==> src/rtl/can_bt_pkg.sv <==
// Shared encodings and default widths for the CAN bit-timing blocks.
// Used by the quantum counter, the bit-timing FSM and the bench.
package can_bt_pkg;

    localparam int CNT_W_DEF   = 5;
    localparam int TSEG1_W_DEF = 4;
    localparam int TSEG2_W_DEF = 3;
    localparam int SJW_W_DEF   = 2;

    typedef enum logic [1:0] {
        TSEG_HOLD        = 2'b00,
        TSEG_LOAD        = 2'b01,
        TSEG_STRETCH_ERR = 2'b10,
        TSEG_STRETCH_SJW = 2'b11
    } tseg_cmd_e;

    // 11 is unused by the FSM and treated as hold
    typedef enum logic [1:0] {
        SMPL_HOLD    = 2'b00,
        SMPL_SET_REC = 2'b01,
        SMPL_SAMPLE  = 2'b10,
        SMPL_RSVD    = 2'b11
    } smpl_cmd_e;

endpackage

==> src/rtl/bittime_count_cmp.sv <==
// Comparator bank: the six flags the bit-timing FSM branches on.
// Widened by one bit so t1e+tseg2+2 and count+sjw cannot wrap.
module bt_cmp
    import can_bt_pkg::*;
#(
    parameter int CNT_W   = CNT_W_DEF,
    parameter int TSEG2_W = TSEG2_W_DEF,
    parameter int SJW_W   = SJW_W_DEF
) (
    input  logic [CNT_W-1:0]   count,
    input  logic [CNT_W-1:0]   t1e,
    input  logic [TSEG2_W-1:0] tseg2,
    input  logic [SJW_W-1:0]   sjw,
    output logic               notnull,
    output logic               gtsjwp1,
    output logic               gttseg1p1,
    output logic               cpsgetseg1ptseg2p2,
    output logic               cetseg1ptseg2p1,
    output logic               countesmpltime
);

    localparam int XW = CNT_W + 1;

    logic [XW-1:0] count_x;
    logic [XW-1:0] t1e_x;
    logic [XW-1:0] tseg2_x;
    logic [XW-1:0] sjw_x;
    logic [XW-1:0] sample_pt;
    logic [XW-1:0] bit_end;

    assign count_x   = XW'(count);
    assign t1e_x     = XW'(t1e);
    assign tseg2_x   = XW'(tseg2);
    assign sjw_x     = XW'(sjw);
    assign sample_pt = t1e_x + XW'(1);
    assign bit_end   = t1e_x + tseg2_x + XW'(1);

    assign notnull            = (count_x != '0);
    assign gtsjwp1            = (count_x > (sjw_x + XW'(1)));
    assign gttseg1p1          = (count_x > sample_pt);
    assign countesmpltime     = (count_x == sample_pt);
    assign cetseg1ptseg2p1    = (count_x == bit_end);
    assign cpsgetseg1ptseg2p2 = ((count_x + sjw_x) >= (bit_end + XW'(1)));

endmodule

==> src/rtl/bittime_count.sv <==
// Time-quantum counter, resync-adjusted TSEG1 register, sampled bit and
// edge buffer; every state update is qualified by the prescaler strobe.
module bittime_count
    import can_bt_pkg::*;
#(
    parameter int CNT_W   = CNT_W_DEF,
    parameter int TSEG1_W = TSEG1_W_DEF,
    parameter int TSEG2_W = TSEG2_W_DEF,
    parameter int SJW_W   = SJW_W_DEF
) (
    input  logic               clock,
    input  logic               reset,
    input  logic               Prescale_EN,
    input  logic               rx,
    input  logic [TSEG1_W-1:0] tseg1,
    input  logic [TSEG2_W-1:0] tseg2,
    input  logic [SJW_W-1:0]   sjw,
    input  logic               increment,
    input  logic               setctzero,
    input  logic               setctotwo,
    input  logic [1:0]         tseg_reg_ctrl,
    input  logic [1:0]         smpldbit_reg_ctrl,
    output logic               notnull,
    output logic               gtsjwp1,
    output logic               gttseg1p1,
    output logic               cpsgetseg1ptseg2p2,
    output logic               cetseg1ptseg2p1,
    output logic               countesmpltime,
    output logic               puffer,
    output logic               smpldbit,
    output logic [CNT_W-1:0]   count
);

    localparam int               XW      = CNT_W + 1;
    localparam logic [CNT_W-1:0] CNT_MAX = {CNT_W{1'b1}};
    localparam logic [CNT_W-1:0] CNT_TWO = CNT_W'(2);

    logic [CNT_W-1:0] count_reg, count_next;
    logic [CNT_W-1:0] t1e_reg, t1e_next;
    logic             smpldbit_reg, smpldbit_next;
    logic             puffer_reg, puffer_next;

    logic [XW-1:0]    t1e_addend;
    logic [XW-1:0]    t1e_sum;
    logic [CNT_W-1:0] t1e_sat;

    always_ff @(posedge clock) begin
        if (reset) begin
            count_reg    <= '0;
            t1e_reg      <= '0;
            smpldbit_reg <= 1'b1;
            puffer_reg   <= 1'b1;
        end else begin
            count_reg    <= count_next;
            t1e_reg      <= t1e_next;
            smpldbit_reg <= smpldbit_next;
            puffer_reg   <= puffer_next;
        end
    end

    always_comb begin
        count_next = count_reg;
        if (Prescale_EN) begin
            if (setctzero) begin
                count_next = '0;
            end else if (setctotwo) begin
                count_next = CNT_TWO;
            end else if (increment && (count_reg != CNT_MAX)) begin
                count_next = count_reg + CNT_W'(1);
            end
        end
    end

    // Phase error is count-2 measured on the pre-update count; below 2 it is zero
    always_comb begin
        t1e_addend = '0;
        case (tseg_reg_ctrl)
            TSEG_STRETCH_ERR: begin
                if (count_reg >= CNT_TWO) begin
                    t1e_addend = XW'(count_reg - CNT_TWO);
                end
            end
            TSEG_STRETCH_SJW: t1e_addend = XW'(sjw);
            default:          t1e_addend = '0;
        endcase
    end

    assign t1e_sum = XW'(t1e_reg) + t1e_addend;
    assign t1e_sat = t1e_sum[CNT_W] ? CNT_MAX : t1e_sum[CNT_W-1:0];

    always_comb begin
        t1e_next = t1e_reg;
        if (Prescale_EN) begin
            case (tseg_reg_ctrl)
                TSEG_LOAD:        t1e_next = CNT_W'(tseg1);
                TSEG_STRETCH_ERR: t1e_next = t1e_sat;
                TSEG_STRETCH_SJW: t1e_next = t1e_sat;
                default:          t1e_next = t1e_reg;
            endcase
        end
    end

    always_comb begin
        smpldbit_next = smpldbit_reg;
        puffer_next   = puffer_reg;
        if (Prescale_EN) begin
            puffer_next = rx;
            case (smpldbit_reg_ctrl)
                SMPL_SET_REC: smpldbit_next = 1'b1;
                SMPL_SAMPLE:  smpldbit_next = rx;
                default:      smpldbit_next = smpldbit_reg;
            endcase
        end
    end

    bt_cmp #(
        .CNT_W   (CNT_W),
        .TSEG2_W (TSEG2_W),
        .SJW_W   (SJW_W)
    ) u_cmp (
        .count              (count_reg),
        .t1e                (t1e_reg),
        .tseg2              (tseg2),
        .sjw                (sjw),
        .notnull            (notnull),
        .gtsjwp1            (gtsjwp1),
        .gttseg1p1          (gttseg1p1),
        .cpsgetseg1ptseg2p2 (cpsgetseg1ptseg2p2),
        .cetseg1ptseg2p1    (cetseg1ptseg2p1),
        .countesmpltime     (countesmpltime)
    );

    assign count    = count_reg;
    assign smpldbit = smpldbit_reg;
    assign puffer   = puffer_reg;

endmodule

==> config.mk <==
export PLATFORM = sky130hd
export DESIGN_NAME = bittime_count
export DESIGN_NICKNAME = d
export VERILOG_FILES = /design/src/rtl/can_bt_pkg.sv /design/src/rtl/bittime_count_cmp.sv /design/src/rtl/bittime_count.sv
export SDC_FILE = /design/constraint.sdc
export NUM_CORES = 1
export LEC_CHECK = 0
export BUFFER_PORTS_ARGS = -buffer_cell sky130_fd_sc_hd__buf_2
export CAP_MARGIN = 10
export CORE_AREA = 2 2 85 66
export CTS_CLUSTER_SIZE = 24
export DETAILED_ROUTE_END_ITERATION = 10
export DIE_AREA = 0 0 87 68
export GPL_ROUTABILITY_DRIVEN = 1
export PLACE_DENSITY_LB_ADDON = 0.12
export SLEW_MARGIN = 5
export SYNTH_ARGS = -nofsm -noshare
export SYNTH_HDL_FRONTEND = slang
export SYNTH_HIERARCHICAL = 1
export SYNTH_SLANG_ARGS = --single-unit
==> constraint.sdc <==
create_clock -name clock -period 5.6 [get_ports clock]
set_input_delay 0.56 -clock clock [delete_from_list [all_inputs] [get_ports clock]]
set_output_delay 0.56 -clock clock [all_outputs]
set_load 0.05 [all_outputs]
==> results.yml <==
global_routing:
  grt_pass1_wl_um: 6480
  globalRouteMet3Util: 0.0253
  gr-usage-all-layers: 0.141
  grt.busiest_layer: "met2"
  grt_pass1_vias: 1353
  grt_max_degree: 16
  grt_use_met2: 0.212
  grt_use_met1: 0.210
  antenna_found_initial: 0
  grt_overflow: 0
cts:
  clk_pin_slew_ps: 60
  clkSinkCount: 12
  clockBufferDepth: 2
  postCtsSetupBuffers: 0
  clkLatencyLatePin_ps: 250
  cts_tree: "done"
  ctsHoldBuffers: 0
  numCtsBuffers: 3
  cts_root_buf: "clkbuf_8"
  cts.htree.levels: 1
  cts.repair.resized: 0
layout:
  final_nets: 304
  drive_above_1_share: 0.195
  antenna_cells: 0
  final_cells: 308
  area_growth_pct: 15.0
synth:
  syn_nets: 270
  synth-seq-cells: 12
  async_reset_ff_frac: 0
  syn_avg_cell_area_sq_um: 8.06
  netlist.top_cell.by_area: "ha_1"
  syn-cell-area_sq_um: 1730
  synthCells: 214
  yosysSeqAreaShare: 0.139
  synthTopCellsByArea: "ha_1 (24%), dfxtp_1 (14%), xor2_1 (7.1%)"
  synth_edf_count: 0
  ys.flop_type: "dfxtp_1"
  yosysUniqueCellTypes: 43
  ys_warn_count: 6
  yosysTopAreaCellShare: 0.239
route:
  drtAntennaViolNets: 0
  viasPerCell: 4.92
  drc: 0
  drtIter0Drc: 44
  vias: 1514
  wl_per_cell_um: 12.7
  drt_wl_total_um: 3930
  drt_pre_antenna_iters: 4
power:
  ir_drop_v: 0.0000970
  powerDensity_nw_per_um2: 195
  power_leakage_nw: 0.990
die:
  die_y_um: 68
  start_util: 0.335
  dieArea_sq_um: 5920
  num_rows: 23
  ios: 33
  core_sq_um: 5150
  fp.dieW_um: 87
sta:
  setup_tns_ps: 0
  min_period_ps: 3650
  slew_violations: 0
  period_share: 0.651
  rsz0062_at_grt: "no"
  worst_slew_pin_slew_ps: 635
  fmax_mhz: 274
  final_hold_viol_count: 0
  setup_viol: 0
  clock-skew-final_ps: 0.379
  relSlewSlack: 0.576
job:
  maxCapViolations: 0
setup_path:
  critPathArrivalTime_ps: 3090
  critPathMaxFanout: 5
  crit_type: "reg -> out"
  start_kind: "register"
  endpoint_kind: "output port"
  required_ps: 5040
min_path:
  hp-class: "reg -> reg"
place:
  gp_congestion: 0.790
  port_buffers: 32
  dpl.hpwl_um: 3100
  dp.cells: 305
outcome:
  outcome: "complete, no violations"
-- logic make-up (layout without fill, tap and decap cells) --
logic type | after synthesis | after routing | share of synthesized area
mux | 1 | 1 | 0.00870
compound gates | 43 | 43 | 0.170
buf+inv | 26 | 58 | 0.0616
simple gates | 70 | 70 | 0.215
fa+ha+maj | 36 | 36 | 0.274
flops | 12 | 12 | 0.139
xor+xnor | 26 | 26 | 0.132
-- cells in the final DEF, fill, tap and decap left out, types with 2 or more instances in the layout --
master | netlist | layout
clkbuf_8 | 0 | 3
a21oi_1 | 15 | 15
inv_1 | 23 | 23
xor2_1 | 14 | 14
nor2_1 | 15 | 15
fa_1 | 3 | 3
nand2_2 | 2 | 2
nand2b_1 | 3 | 3
nand3_1 | 11 | 11
dfxtp_1 | 12 | 12
nand2_1 | 14 | 14
nor3_1 | 5 | 5
nand3b_1 | 3 | 3
o21a_1 | 3 | 3
o22ai_1 | 4 | 4
xnor2_1 | 12 | 12
nor2b_1 | 7 | 7
o21ai_0 | 5 | 5
a211oi_2 | 3 | 3
a21o_1 | 4 | 4
buf_2 | 1 | 32
ha_1 | 33 | 33
-- final timing paths --
kind | start | cells past startpoint | slack [ps] | to
setup / recovery | t1e_reg[0]$_SDFFE_PP0P_ | 11 | 1950 | cpsgetseg1ptseg2p2
setup reg to reg | count[1]$_SDFFE_PP0P_ | 14 | 2510 | t1e_reg[4]$_SDFFE_PP0P_
hold reg to reg | smpldbit$_SDFFE_PP1P_ | 2 | 510 | smpldbit$_SDFFE_PP1P_
hold / removal | smpldbit$_SDFFE_PP1P_ | 2 | 510 | smpldbit$_SDFFE_PP1P_
-- final cells by class --
class                   instances  area [sq um]
clock buffers                   3          41.3
multi-input cells             176          1380
well taps                      62          77.6
flip-flops and latches         12           240
fillers                       546          3170
inverters                      23          86.3
repair buffers                 32           160
-- power breakdown --
group / switching (W) / internal [W] / total, W
sequential: 0.0000132 / 0.0000905 / 0.000104
combinational: 0.000122 / 0.0000786 / 0.000200
clock: 0.0000356 / 0.0000477 / 0.0000833
total: 0.000170 / 0.000217 / 0.000387
-- routing by layer --
| layer | routed length, um | vias up |
|---|---|---|
| met2 | 1560 | 28 |
| met4 | 23 | 0 |
| li1 | - | 809 |
| met3 | 151 | 3 |
| met1 | 2190 | 674 |
| met5 | 0 | - |
-- synth_stat cells (2+ instances only) --
cell / n
fa_1: 3
a211oi_2: 3
nand3_1: 11
inv_1: 23
nor2_1: 15
xor2_1: 14
a21o_1: 4
nand2_2: 2
nor2b_1: 7
o22ai_1: 4
nand2_1: 14
a21oi_1: 15
xnor2_1: 12
o21a_1: 3
ha_1: 33
nor3_1: 5
o21ai_0: 5
nand3b_1: 3
dfxtp_1: 12
nand2b_1: 3
-- stage by stage --
| stage | setup slack [ps] | utilization | instance area [sq um] | total power (W) | hold slack, ps |
|---|---|---|---|---|---|
| finish | 1950 | 0.385 | 1980 | 0.000387 | 508 |
| global route | 1680 | 0.385 | 1980 | 0.000418 | 534 |
| CTS | 1920 | 0.385 | 1980 | 0.000393 | 516 |
| detailed placement | 2050 | 0.377 | 1940 | 0.000307 | 501 |
| global placement | 2100 | 0.377 | 1940 | 0.000307 | 497 |
| floorplan | 1620 | - | 1730 | 0.000261 | 536 |
-- critical path: stages (launching register included) --
cell     delay, ps
dfxtp_1        410
inv_1          100
ha_1           210
fa_1           410
xnor2_1        390
nand3_1        210
o31ai_1        230
a21oi_1        100
ha_1           310
nand2_1         50
o21ai_0        130
buf_2          280
(Power assumes the default switching activity.)
